File: config.mk
export PLATFORM = sky130hd
export DESIGN_NAME = result_bcd_decoder_flat
export DESIGN_NICKNAME = d
export VERILOG_FILES = /design/src/rtl/result_bcd_decoder_if.sv /design/src/rtl/result_bcd_decoder.sv /design/src/flat_wrapper.sv
export SDC_FILE = /design/constraint.sdc
export NUM_CORES = 1
export LEC_CHECK = 0
export BUFFER_PORTS_ARGS = -buffer_cell sky130_fd_sc_hd__buf_2
export CORE_UTILIZATION = 33
export CTS_CLUSTER_DIAMETER = 80
export DETAILED_ROUTE_END_ITERATION = 10
export GPL_ROUTABILITY_DRIVEN = 0
export GPL_TIMING_DRIVEN = 0
export PLACE_DENSITY = 0.62
export SLEW_MARGIN = 20
export SYNTH_ARGS = -nofsm -noshare
export SYNTH_HDL_FRONTEND = slang
export SYNTH_SLANG_ARGS = --single-unit
File: constraint.sdc
create_clock -name clock -period 2.16 [get_ports clock]
set_input_delay 0.324 -clock clock [delete_from_list [all_inputs] [get_ports clock]]
set_output_delay 0.324 -clock clock [all_outputs]
set_load 0.01 [all_outputs]
File: src/rtl/result_bcd_decoder_if.sv
// Start/busy/done handshake and result bus between the ALU result register
// and the display logic of the sequential BCD decoder.
interface result_bcd_decoder_if #(
   parameter int WORD_LENGTH = 8,
   parameter int DIGITS      = 3
);
   logic [WORD_LENGTH-1:0] Data_in;
   logic                   start;
   logic                   Busy;
   logic                   Done;
   logic                   Sign_out;
   logic [4*DIGITS-1:0]    Bcd_out;
   logic                   Overflow;

   modport master (
      output Data_in, start,
      input  Busy, Done, Sign_out, Bcd_out, Overflow
   );

   modport slave (
      input  Data_in, start,
      output Busy, Done, Sign_out, Bcd_out, Overflow
   );
endinterface

File: src/rtl/result_bcd_decoder.sv
// Iterative shift-and-add-3 binary-to-BCD converter with sign extraction and
// sticky overflow; results are published only when a conversion completes.
module result_bcd_decoder #(
   parameter int WORD_LENGTH = 8,
   parameter int DIGITS      = 3,
   parameter int SIGNED      = 1
) (
   input  logic                  clock,
   input  logic                  reset,
   result_bcd_decoder_if.slave   bus
);
   localparam int CNT_W = $clog2(WORD_LENGTH + 1);
   localparam int BCD_W = 4 * DIGITS;

   typedef enum logic [1:0] {IDLE, SHIFT, DONE} state_t;

   state_t                 state_q;
   logic [CNT_W-1:0]       cnt_q;
   logic [WORD_LENGTH-1:0] mag_q, mag_d;
   logic [BCD_W-1:0]       scr_q, scr_d;
   logic                   sticky_q;
   logic                   sign_q;
   logic                   carry_d;
   logic                   busy_q, done_q, sign_out_q, ovf_out_q;
   logic [BCD_W-1:0]       bcd_out_q;

   logic                   neg_in;
   logic [WORD_LENGTH-1:0] mag_in;
   logic [BCD_W-1:0]       adj;

   // Capture-side sign/magnitude; the most negative value maps to 2^(W-1) exactly.
   always_comb begin
      neg_in = (SIGNED != 0) && bus.Data_in[WORD_LENGTH-1];
      mag_in = neg_in ? (~bus.Data_in + 1'b1) : bus.Data_in;
   end

   always_comb begin
      adj = scr_q;
      for (int i = 0; i < DIGITS; i++) begin
         if (adj[4*i +: 4] >= 4'd5) adj[4*i +: 4] = adj[4*i +: 4] + 4'd3;
      end
      {carry_d, scr_d, mag_d} = {adj, mag_q, 1'b0};
   end

   always_ff @(posedge clock or negedge reset) begin
      if (!reset) begin
         state_q    <= IDLE;
         cnt_q      <= '0;
         mag_q      <= '0;
         scr_q      <= '0;
         sticky_q   <= 1'b0;
         sign_q     <= 1'b0;
         busy_q     <= 1'b0;
         done_q     <= 1'b0;
         sign_out_q <= 1'b0;
         ovf_out_q  <= 1'b0;
         bcd_out_q  <= '0;
      end else begin
         case (state_q)
            IDLE: begin
               if (bus.start) begin
                  sign_q   <= neg_in;
                  mag_q    <= mag_in;
                  scr_q    <= '0;
                  sticky_q <= 1'b0;
                  cnt_q    <= CNT_W'(WORD_LENGTH);
                  state_q  <= SHIFT;
                  busy_q   <= 1'b1;
               end
            end
            SHIFT: begin
               scr_q    <= scr_d;
               mag_q    <= mag_d;
               sticky_q <= sticky_q | carry_d;
               cnt_q    <= cnt_q - 1'b1;
               // Last shift: publish directly from the shifter so no partial value is ever visible.
               if (cnt_q == CNT_W'(1)) begin
                  state_q    <= DONE;
                  done_q     <= 1'b1;
                  bcd_out_q  <= scr_d;
                  sign_out_q <= sign_q;
                  ovf_out_q  <= sticky_q | carry_d;
               end
            end
            DONE: begin
               state_q <= IDLE;
               done_q  <= 1'b0;
               busy_q  <= 1'b0;
            end
            default: begin
               state_q <= IDLE;
               done_q  <= 1'b0;
               busy_q  <= 1'b0;
            end
         endcase
      end
   end

   assign bus.Busy     = busy_q;
   assign bus.Done     = done_q;
   assign bus.Sign_out = sign_out_q;
   assign bus.Bcd_out  = bcd_out_q;
   assign bus.Overflow = ovf_out_q;
endmodule

File: src/flat_wrapper.sv
// flat-port wrapper written by rule: the top's interface ports become plain ports
module result_bcd_decoder_flat 
#(
   parameter int WORD_LENGTH = 8,
   parameter int DIGITS      = 3,
   parameter int SIGNED      = 1
)
  (clock, reset, bus_Data_in, bus_start, bus_Busy, bus_Done, bus_Sign_out, bus_Bcd_out, bus_Overflow);
  result_bcd_decoder_if #(.WORD_LENGTH(WORD_LENGTH), .DIGITS(DIGITS)) bus_i ();
  input  logic clock;
  input  logic reset;
  input wire logic [$bits(bus_i.Data_in)-1:0] bus_Data_in;
  input wire logic [$bits(bus_i.start)-1:0] bus_start;
  output wire logic [$bits(bus_i.Busy)-1:0] bus_Busy;
  output wire logic [$bits(bus_i.Done)-1:0] bus_Done;
  output wire logic [$bits(bus_i.Sign_out)-1:0] bus_Sign_out;
  output wire logic [$bits(bus_i.Bcd_out)-1:0] bus_Bcd_out;
  output wire logic [$bits(bus_i.Overflow)-1:0] bus_Overflow;
  assign bus_i.Data_in = bus_Data_in;
  assign bus_i.start = bus_start;
  assign bus_Busy = bus_i.Busy;
  assign bus_Done = bus_i.Done;
  assign bus_Sign_out = bus_i.Sign_out;
  assign bus_Bcd_out = bus_i.Bcd_out;
  assign bus_Overflow = bus_i.Overflow;
  result_bcd_decoder #(.WORD_LENGTH(WORD_LENGTH), .DIGITS(DIGITS), .SIGNED(SIGNED)) u_core (.clock(clock), .reset(reset), .bus(bus_i));
endmodule
==> results of run 1 <==
[flip-flops by register name, summed over array words and instances, names as in the netlist]
signal / cells
u_core.sticky_q: 1
u_core.state_q: 2
u_core.bus.Bcd_out: 12
u_core.bus.Busy: 1
u_core.mag_q: 8
u_core.bus.Overflow: 1
u_core.sign_q: 1
u_core.bus.Done: 1
u_core.scr_q: 12
u_core.cnt_q: 4
u_core.bus.Sign_out: 1
[worst paths after layout]
kind | startpoint | endpoint | slack, ns | cells after the start
min in group clock | bus_Data_in[6] | u_core.mag_q[7] | 0.32 | 4
setup reg to reg | u_core.scr_q[4] | u_core.scr_q[6] | 0.49 | 6
hold / removal | reset | u_core.mag_q[5] | 0.19 | 1
hold reg to reg | u_core.sign_q | u_core.bus.Sign_out | 0.47 | 2
setup / recovery | u_core.scr_q[4] | u_core.scr_q[6] | 0.49 | 6
max in group asynchronous | reset | u_core.state_q[0] | 1.35 | 1
[through the flow]
step / util (%) / std cells / hold slack (ns) / worst slack (ns)
CTS: 40.8 / 328 / 0.224 / 0.496
global route: 40.8 / 328 / 0.265 / 0.352
finish: 40.8 / 328 / 0.189 / 0.491
detailed placement: 38.7 / 320 / 0.456 / 0.405
floorplan: - / 220 / 0.0284 / 0.659
global placement: 38.7 / 320 / 0.456 / 0.459
[cell families (layout without fill, tap and decap cells)]
family / Yosys count / in the layout / synth area share, %
buffers and inverters: 24 / 57 / 4.82
flip-flops: 44 / 44 / 51.7
AO/OA/AOI/OAI: 59 / 59 / 15.8
AND/OR/NAND/NOR: 70 / 70 / 16.1
XOR/XNOR: 9 / 9 / 3.70
multiplexers: 5 / 5 / 2.59
adder cells (fa/ha/maj): 9 / 9 / 5.29
[final cells by class]
cell class                 instances  area, um^2
clock buffer                       7        96.3
multi-input combinational        152         925
clock inverter                     1        30.0
tap                               75        93.8
fill                             639        3590
timing repair buffer              25         125
sequential                        44        1100
inverter                          13        48.8
buffer                            11        53.8
[power by group through the flow]
stage                     clock network (mW)  registers, mW  logic (mW)
final                                  0.680           1.43        1.41
after CTS                              0.702           1.43        1.43
after floorplan                            0           1.46       0.947
after global placement                     0           1.43        1.39
after detailed placement                   0           1.45        1.43
after global routing                   0.734           1.48        1.62
[synthesized netlist by cell type]
cell type  count  area (um^2)
inv_2          1         3.75
a22o_1         2         17.5
mux2_2         4         45.0
o221ai_1       1         8.76
or3_1          1         6.26
or3_4          1         11.3
xnor2_1        5         43.8
o21ai_0       36          180
ha_1           9          113
inv_1         12         45.0
o31ai_1        3         22.5
nand3_1       12         60.1
o21bai_1       1         7.51
nor4_1         1         6.26
nand2b_1       4         25.0
a31oi_1        2         12.5
a21oi_1        8         40.0
buf_4          1         7.51
nor2_1         6         22.5
nor2b_1        2         12.5
or3b_2         2         17.5
mux2i_1        1         10.0
nor3b_1        6         45.0
xor2_1         4         35.0
a22oi_1        5         37.5
dfrtp_1       44         1100
buf_2          7         35.0
a2bb2oi_1      1         8.76
clkbuf_1       3         11.3
nand2_1       34          128
or3b_1         1         8.76
[layer usage]
metal,share of wire [%],vias up,GRT usage [%]
met3,3.5,5,2.97
met2,47,27,24.2
met1,48,769,19.2
met4,1.5,0,5.61
li1,-,814,-
met5,0,-,0
==> summary.md, run 1 <==
| Metric | Value |
|---|---|
| Family with the most delay on the worst path | `flip-flops` |
| Final Cycle Share | `between 70% and 80%` |
| Fin area | `2470 um^2` |
| CP Class | `reg2reg` |
| Worst path cell trace | `inv_1, ha_1, nand2b_1, a21oi_1, mux2_2, o21ai_0` |
| Cell area after placement | `2350 um^2` |
| Slowest stage cell, crit path | `dfrtp_1` |
| Clk slew on worst S/H paths | `approximately 0.080 ns` |
| Slew margin rel. | `33.8%` |
| Cell area after synthesis | `~2100 um^2` |
| Fin Setup TNS | `0 ns` |
| Sink Count | `44` |
| Die Width | `82.3 um` |
| Max FO, Critical Path | `4` |
| Total GRT Usage | `14.8%` |
| Worst Skew | `about 0.0073 ns` |
| Drt drc | `0` |
| Worst EP arrival | `about 1.9 ns` |
| Commonest non-fill, non-tap cell in the layout | `dfrtp_1` |
| Critical Path RT | `between 2 and 2.5 ns` |
| Startpoint Class | `flop` |
| Final Power | `about 3.5 mW` |
| Cell row count | `28` |
| Full die area | `6770 um^2` |
| DR pass1 iterations | `4` |
| Post-CTS setup repair buffer count | `0` |
| HPWL after detailed placement | `3090 um` |
| CTS tree | `yes` |
| Pwr per Cell Area | `1420 nW/um^2` |
| Syn Area/Cell | `9.67 um^2` |
| Initial antenna violation count | `0` |
| DR iter-0 viols | `65` |
| Port Buffers | `25` |
| DR vias/cell | `roughly 4.9` |
| Post-cts resize count | `0` |
| Switching Fraction | `37.6%` |
| Total number of vias | `1,615` |
| Die height | `82.3 um` |
| Initial Util | `35.1%` |
| Minimum clock period | `approximately 1.7 ns` |
| Worst slew pin tran | `just under 1 ns` |
| Area of the core | `6060 um^2` |
| Worst Hold Class | `in2async` |
| Yosys reg bits | `44` |
| Clock group share of total power | `between 10% and 20%` |
| Max Freq | `599 MHz` |
| VDD IR max | `0.418 mV` |
| Seq/Total Area, Yosys | `roughly half` |
| Yosys cell types | `31` |
| Area grow syn2layout | `16.2%` |
| YS warnings | `0` |
| Clk Tree Root Cell | `clkbuf_8` |
| Final setup viols | `0` |
| Largest net degree at the start of global routing | `45` |
| WL final | `4400 um` |
| Outcome | `complete, no violations` |
| CTS Buf Count | `5` |
| Global route overflow | `0` |
| Vias in the first global route | `1,558` |
| Clk buf depth | `2` |
| Switch Pwr | `about 1.3 mW` |
| Fin. max-slew vios | `0` |
| First-pass GRT wire length | `7420 um` |
| CP endpoint kind | `flop` |
| Synthesized net count | `240` |
| Hold buffer count at CTS | `0` |
| DRT antenna net count | `0` |
| Ports | `27` |
| Endpoints failing hold | `0` |
| Synth Instances | `220` |
| WL per Instance | `13.4 um` |
| Fraction of layout cells with a size suffix above 1 | `19.4%` |
| Most frequent cells in the layout | `dfrtp_1, o21ai_0, nand2_1` |
| Clk_lat worst skew | `0.29 ns` |
| Leak | `~1.2 nW` |
| Combinational share of power | `40.0%` |
| RSZ-0062 raised after global routing | `no` |
| Max stage delay on crit path | `between 0.4 and 0.5 ns` |
| MaxCap Viol Count | `0` |
| Reg power frac | `40.6%` |
| Number of diodes | `0` |
| CP Buf/Inv Count | `1` |
| Int Pwr | `between 2 and 2.5 mW` |
| Fin nets | `around 270` |
| Htree depth | `2` |
No activity file was read; power rests on OpenSTA's default activity.
==> run 2, diff against run 1 <==
--- a/config.mk
+++ b/config.mk
@@ -5,13 +5,14 @@
 export SDC_FILE = /design/constraint.sdc
 export NUM_CORES = 1
 export LEC_CHECK = 0
+export ABC_AREA = 1
 export BUFFER_PORTS_ARGS = -buffer_cell sky130_fd_sc_hd__buf_2
 export CORE_UTILIZATION = 33
 export CTS_CLUSTER_DIAMETER = 80
 export DETAILED_ROUTE_END_ITERATION = 10
 export GPL_ROUTABILITY_DRIVEN = 0
 export GPL_TIMING_DRIVEN = 0
-export PLACE_DENSITY = 0.62
+export PLACE_DENSITY = 0.64
 export SLEW_MARGIN = 20
 export SYNTH_ARGS = -nofsm -noshare
 export SYNTH_HDL_FRONTEND = slang
==> constraint.sdc (replaced) <==
create_clock -name clock -period 1.5 [get_ports clock]
set_input_delay 0.225 -clock clock [delete_from_list [all_inputs] [get_ports clock]]
set_output_delay 0.225 -clock clock [all_outputs]
set_load 0.01 [all_outputs]
==> run 2 against run 1 <==
Critical path type unchanged. First-iteration DRC count grew 58%. Synthesized cell count grew 27%. Largest cell class unchanged. Clock skew shrank 0.0013 ns. Critical path depth grew 3. Routed wire length grew 7.8%.
==> summary.md, run 2 <==
| Metric | Value |
|---|---|
| Total number of vias | `1,867 (+16%)` |
| Endpoints failing hold | `0 (unchanged)` |
| CTS tree | `yes` |
| DR pass1 iterations | `6 (+2)` |
| Number of diodes | `0 (unchanged)` |
| Worst Hold Class | `in2reg` |
| Area grow syn2layout | `16.4%` |
| VDD IR max | `0.522 mV (+25%)` |
| Final setup viols | `0 (unchanged)` |
| Final Cycle Share | `92.2% (+15 points)` |
| DR vias/cell | `4.76 (-3.3%)` |
| YS warnings | `0 (unchanged)` |
| WL final | `4740 um (+7.8%)` |
| CP endpoint kind | `flop` |
| Fin. max-slew vios | `0 (unchanged)` |
| R2r startpoint | `u_core.scr_q[0]` |
| Worst hold slack | `0.206 ns (+0.0175 ns)` |
| Synth top area cells | `dfrtp_1, nand2_1, nand3_1` |
| Synthesized net count | `299 (+25%)` |
| Worst Skew | `0.00601 ns (-0.00129 ns)` |
| Die Width | `84.6 um (+2.8%)` |
| Htree depth | `2 (unchanged)` |
| Max Freq | `723 MHz (+21%)` |
| Post-Layout Cell Count | `392 (+20%)` |
| Most frequent cells in the layout | `nand2_1, dfrtp_1, nand3_1` |
| Seq/Total Area, Yosys | `48.9% (-2.8 points)` |
| Initial Util | `34.9% (-0.25 points)` |
| Ports | `27 (unchanged)` |
| Commonest non-fill, non-tap cell in the layout | `nand2_1` |
| R2R Setup Slk | `0.12 ns (-0.37 ns)` |
| Worst EP arrival | `1.56 ns (-0.33 ns)` |
| HPWL after detailed placement | `3390 um (+9.7%)` |
| Slew margin rel. | `63.4% (+30 points)` |
| Reg-to-reg critical path endpoint | `u_core.scr_q[1]` |
| Setup crit start | `u_core.scr_q[0]` |
| # fillers | `684 (+7.0%)` |
| Syn Area/Cell | `8.07 um^2 (-17%)` |
| Post-synth ARST share | `100% (unchanged)` |
| Port Buffers | `25 (unchanged)` |
| Outcome | `complete, no violations` |
| Synth Flop Type | `dfrtp_1` |
| Die height | `84.6 um (+2.8%)` |
| CTS Buf Count | `5 (unchanged)` |
| Synth Instances | `279 (+27%)` |
| Area of the core | `6460 um^2 (+6.6%)` |
| Clk buf depth | `2 (unchanged)` |
| Worst r2r path cells | `9 (+3)` |
| Cell total after placement | `381 (+19%)` |
| Commonest cells post-synth | `nand2_1, dfrtp_1, nand3_1, inv_1, o21ai_0` |
| First-pass GRT wire length | `8380 um (+13%)` |
| Synth top area share | `48.9% (-2.8 points)` |
| CP Class | `reg2reg` |
| Clk Tree Root Cell | `clkbuf_8` |
| Fraction of layout cells with a size suffix above 1 | `19.7% (+0.31 points)` |
| Largest area contributor in the netlist | `dfrtp_1` |
| Cell row count | `29 (+3.6%)` |
| Fin nets | `334 (+23%)` |
| Initial antenna violation count | `0 (unchanged)` |
| Max FO, Critical Path | `5 (+1)` |
| Leak | `1.40 nW (+21%)` |
| Final Power | `5.37 mW (+53%)` |
| Largest net degree at the start of global routing | `45 (unchanged)` |
| Critical Path RT | `1.68 ns (-0.70 ns)` |
| Most frequent cell after synthesis | `nand2_1` |
| Full die area | `7160 um^2 (+5.7%)` |
| Worst slack at placement | `0.0418 ns (-0.364 ns)` |
| Global route overflow | `0 (unchanged)` |
| Total GRT Usage | `14.8% (about the same)` |
| Cell area after synthesis | `2250 um^2 (+5.8%)` |
| Startpoint Class | `flop` |
| EDFF count, synth | `0 (unchanged)` |
| Pwr per Cell Area | `2050 nW/um^2 (+44%)` |
| Yosys reg bits | `44 (unchanged)` |
| Worst slew pin tran | `0.549 ns (-0.445 ns)` |
| Yosys cell types | `26 (-16%)` |
| Sink Count | `44 (unchanged)` |
| Hold wc startpoint | `bus_Data_in[6]` |
| Worst Slack Setup Final | `0.117 ns (-0.373 ns)` |
| Drt drc | `0 (unchanged)` |
| DRT antenna net count | `0 (unchanged)` |
| DR iter-0 viols | `103 (+58%)` |
| Hold path cells | `4` |
| Vias in the first global route | `1,841 (+18%)` |
| MaxCap Viol Count | `0 (unchanged)` |
| Worst Hold End | `u_core.mag_q[7]` |
| Clk_lat worst skew | `0.29 ns (about the same)` |
| Minimum clock period | `1.38 ns (-0.287 ns)` |
| WL per Instance | `12.1 um (-9.8%)` |
| Clk slew on worst S/H paths | `0.08 ns (about the same)` |
==> run 2: cell count changes in the layout (fill, tap and decap cells not counted), sizes merged, moves of 4 or more <==
cell / delta
mux2: -4
o22ai: +4
nand3: +20
nand2b: -4
xor2: -4
o21ai: -16
nor3b: -6
nand2: +67
nor2: +6
inv: +20
xnor2: -4
==> run 2: worst max path at each step <==
| stage | end | cells past startpoint |
|---|---|---|
| detailed placement | u_core.bus.Bcd_out[9] | 8 |
| global placement | u_core.bus.Overflow | 8 |
| finish | u_core.scr_q[1] | 9 |
| floorplan | u_core.bus.Bcd_out[8] | 8 |
| CTS | u_core.bus.Bcd_out[9] | 8 |
| global route | u_core.scr_q[1] | 9 |
==> run 2: power breakdown <==
group          leakage, nW  switching (mW)  internal, mW
clock network       0.0455           0.386         0.376
logic                0.801            1.53         0.962
registers            0.550           0.384          1.73
total                 1.40            2.30          3.07
==> run 2: repair_timing <==
action                                 4_1_cts  5_1_grt
hold buffers                                 0        1
setup endpoints to repair                    0       17
endpoints found under the hold margin        0       44
resized for setup                            0       13
buffers inserted                             0        2
==> run 2: critical path, stage by stage (launching register included) <==
cell     delay, ns
dfrtp_1       0.42
inv_1         0.12
ha_1          0.16
inv_1         0.05
nand2_1       0.09
nand3_2       0.12
inv_1         0.10
nand2_1       0.07
nand3_1       0.06
o21ai_0       0.08
==> run 2: cell families (layout without fill, tap and decap cells) <==
kind of cell | after synthesis | after routing | synth area share, %
and+or+nand+nor | 146 | 146 | 27.3
DFF | 44 | 44 | 48.9
buffers and inverters | 40 | 76 | 7.83
AOI/OAI and AO/OA | 38 | 38 | 10.2
adders and majority gates | 9 | 9 | 5.00
xor gates and xnor gates | 1 | 1 | 0.389
muxes | 1 | 1 | 0.444
==> run 2: per-layer routing <==
metal  up-vias  global-route usage, %  wire length, um
li1        956                      -                -
met1       867                   19.1             2380
met2        37                   24.5             2150
met3         7                   3.34              169
met4         0                   5.08               49
met5         -                      0                0
==> run 2: per-stage QoR <==
stage | instance area (um^2) | setup TNS, ns | util [%]
after floorplan | 2250 | 0 | -
after global placement | 2470 | 0 | 38.3
after detailed placement | 2470 | 0 | 38.3
after CTS | 2560 | 0 | 39.7
after global routing | 2620 | -0.0115 | 40.6
final | 2620 | 0 | 40.6
==> run 2: area by class of cell <==
type	count	area, um^2	area share (%)
Buffer	7	52.6	2.00
Inverter	33	126	4.82
Multi-Input combinational cell	195	1000	38.2
Timing Repair Buffer	28	153	5.82
Tap cell	77	96.3	3.67
Clock buffer	8	90.1	3.44
Sequential cell	44	1100	42.0
==> run 3, diff against run 2 <==
--- a/config.mk
+++ b/config.mk
@@ -6,13 +6,14 @@
 export NUM_CORES = 1
 export LEC_CHECK = 0
 export ABC_AREA = 1
-export BUFFER_PORTS_ARGS = -buffer_cell sky130_fd_sc_hd__buf_2
+export CORE_ASPECT_RATIO = 0.9
 export CORE_UTILIZATION = 33
 export CTS_CLUSTER_DIAMETER = 80
 export DETAILED_ROUTE_END_ITERATION = 10
+export DONT_BUFFER_PORTS = 1
 export GPL_ROUTABILITY_DRIVEN = 0
 export GPL_TIMING_DRIVEN = 0
-export PLACE_DENSITY = 0.64
+export PLACE_DENSITY = 0.6
 export SLEW_MARGIN = 20
 export SYNTH_ARGS = -nofsm -noshare
 export SYNTH_HDL_FRONTEND = slang
==> constraint.sdc (replaced) <==
create_clock -name clock -period 1.5 [get_ports clock]
set_input_delay 0.15 -clock clock [delete_from_list [all_inputs] [get_ports clock]]
set_output_delay 0.15 -clock clock [all_outputs]
set_load 0.01 [all_outputs]
==> run 3 against run 2 <==
Hold slack got worse by 0.20 ns. Core utilization fell by 1.8 points. Critical path depth fell by 1.
==> summary.md, run 3 (synthesis results as in run 2) <==
| Metric | Value |
|---|---|
| Outcome | `complete, no violations` |
| Final setup viols | `0 (unchanged)` |
| CTS tree | `yes` |
| Clk Tree Root Cell | `clkbuf_8` |
| DR vias/cell | `4.74 (-0.45%)` |
| Worst slew pin tran | `0.324 ns (-0.225 ns)` |
| Area of the core | `6590 um^2 (+2.0%)` |
| Cell row count | `28 (-3.4%)` |
| Drt drc | `0 (unchanged)` |
| Worst Skew | `0.00284 ns (-0.00317 ns)` |
| Number of diodes | `0 (unchanged)` |
| Leak | `1.32 nW (-5.4%)` |
| WL final | `4970 um (+4.7%)` |
| MaxCap Viol Count | `0 (unchanged)` |
| Full die area | `7160 um^2 (about the same)` |
| Startpoint Class | `flop` |
| Final Power | `5.28 mW (-1.7%)` |
| Endpoints failing hold | `0 (unchanged)` |
| Final Cycle Share | `93.3% (+1.1 points)` |
| Vias in the first global route | `1,799 (-2.3%)` |
| Port Buffers | `0 (-100%)` |
| Worst EP arrival | `1.59 ns (+0.03 ns)` |
| HPWL after detailed placement | `3410 um (+0.71%)` |
| Die height | `80.4 um (-5.0%)` |
| Total GRT Usage | `15.6% (+0.84 points)` |
| Worst Hold Class | `in2reg` |
| First-pass GRT wire length | `8390 um (+0.17%)` |
| Max Freq | `715 MHz (-1.2%)` |
| Total number of vias | `1,816 (-2.7%)` |
| Die Width | `89.1 um (+5.3%)` |
| Slew margin rel. | `78.3% (+15 points)` |
| Global route overflow | `0 (unchanged)` |
| Minimum clock period | `1.40 ns (+0.0163 ns)` |
| Most frequent cells in the layout | `nand2_1, dfrtp_1, nand3_1` |
| Cell total after placement | `369 (-3.1%)` |
| Max FO, Critical Path | `10 (+5)` |
| Clk_lat worst skew | `0.30 ns (about the same)` |
| Fin nets | `312 (-6.6%)` |
| Critical Path RT | `1.69 ns (about the same)` |
| CP endpoint kind | `flop` |
| Post-layout util | `38.8% (-1.8 points)` |
| Commonest non-fill, non-tap cell in the layout | `nand2_1` |
| VDD IR max | `0.632 mV (+21%)` |
| Fin area | `2560 um^2 (-2.4%)` |
| Sink Count | `44 (unchanged)` |
| DRT antenna net count | `0 (unchanged)` |
| Clk buf depth | `2 (unchanged)` |
| Clk slew on worst S/H paths | `0.08 ns (about the same)` |
| CP Class | `reg2reg` |
| Fraction of layout cells with a size suffix above 1 | `13.3% (-6.4 points)` |
| Area grow syn2layout | `13.6%` |
| CTS Buf Count | `5 (unchanged)` |
| Worst Slack Setup Final | `0.101 ns (-0.0163 ns)` |
| Post-Layout Cell Count | `383 (-2.3%)` |
| Worst hold slack | `0.00658 ns (-0.200 ns)` |
| DR iter-0 viols | `97 (-5.8%)` |
| R2R Setup Slk | `0.10 ns (-0.02 ns)` |
| Cell area after placement | `2360 um^2 (-4.4%)` |
| Fin Setup TNS | `0 ns (unchanged)` |
| Initial Util | `34.2% (-0.68 points)` |
| DR pass1 iterations | `4 (-2)` |
| Worst slack at placement | `0.0248 ns (-0.0171 ns)` |
| WL per Instance | `13.0 um (+7.2%)` |
| Largest net degree at the start of global routing | `45 (unchanged)` |
| Htree depth | `2 (unchanged)` |
| Fin. max-slew vios | `0 (unchanged)` |
| Initial antenna violation count | `0 (unchanged)` |
| Ports | `27 (unchanged)` |
| Pwr per Cell Area | `2060 nW/um^2 (+0.78%)` |
==> run 3: cell type report <==
class                   instances  area (um^2)
plain buffers                   7         56.3
clock buffers                   6         82.6
clock inverters                 2         10.0
fillers                       715         4030
inverters                      33          126
multi-input cells             195         1000
flip-flops and latches         44         1100
well taps                      90          113
repair buffers                  6         67.6
==> run 3: routing by layer <==
| layer | part of all wire, % | up-vias | global-route usage (%) |
|---|---|---|---|
| met5 | 0 | - | 0 |
| met4 | 1.8 | 0 | 6.19 |
| met3 | 5.1 | 9 | 3.60 |
| met2 | 44 | 41 | 23.3 |
| met1 | 49 | 840 | 21.7 |
| li1 | - | 926 | - |
==> run 3: report_power, final <==
| group | leakage [nW] | switching, mW | total (mW) | internal, mW |
|---|---|---|---|---|
| Clock | 0.0510 | 0.409 | 0.777 | 0.368 |
| Sequential | 0.548 | 0.519 | 2.25 | 1.73 |
| Combinational | 0.721 | 1.39 | 2.25 | 0.862 |
| Total | 1.32 | 2.32 | 5.28 | 2.96 |
==> run 3: path summary, 6_finish.rpt <==
check,endpoint,cells past startpoint,start
worst max-delay path,u_core.bus.Bcd_out[10],8,u_core.cnt_q[1]
worst min-delay path,u_core.mag_q[7],3,bus_Data_in[6]
worst max register to register,u_core.bus.Bcd_out[10],8,u_core.cnt_q[1]
worst min register to register,u_core.mag_q[4],2,u_core.mag_q[3]
max in group asynchronous,u_core.scr_q[4],2,reset
min in group asynchronous,u_core.bus.Bcd_out[1],2,reset
==> run 3: worst max-delay path, cell delays in order, from the launching register on <==
cell,delay (ns)
dfrtp_1,0.41
inv_2,0.08
ha_1,0.16
nand3_2,0.11
nor2_4,0.19
inv_4,0.08
buf_6,0.15
nand2_1,0.06
nand2_1,0.05
==> run 3: repair_timing <==
item | 4_1_cts | 5_1_grt
endpoints found under the hold margin | 44 | 0
resized for setup | 0 | 12
endpoints found under the setup margin | 0 | 18
buffers inserted | 0 | 4
hold buffers | 2 | 0
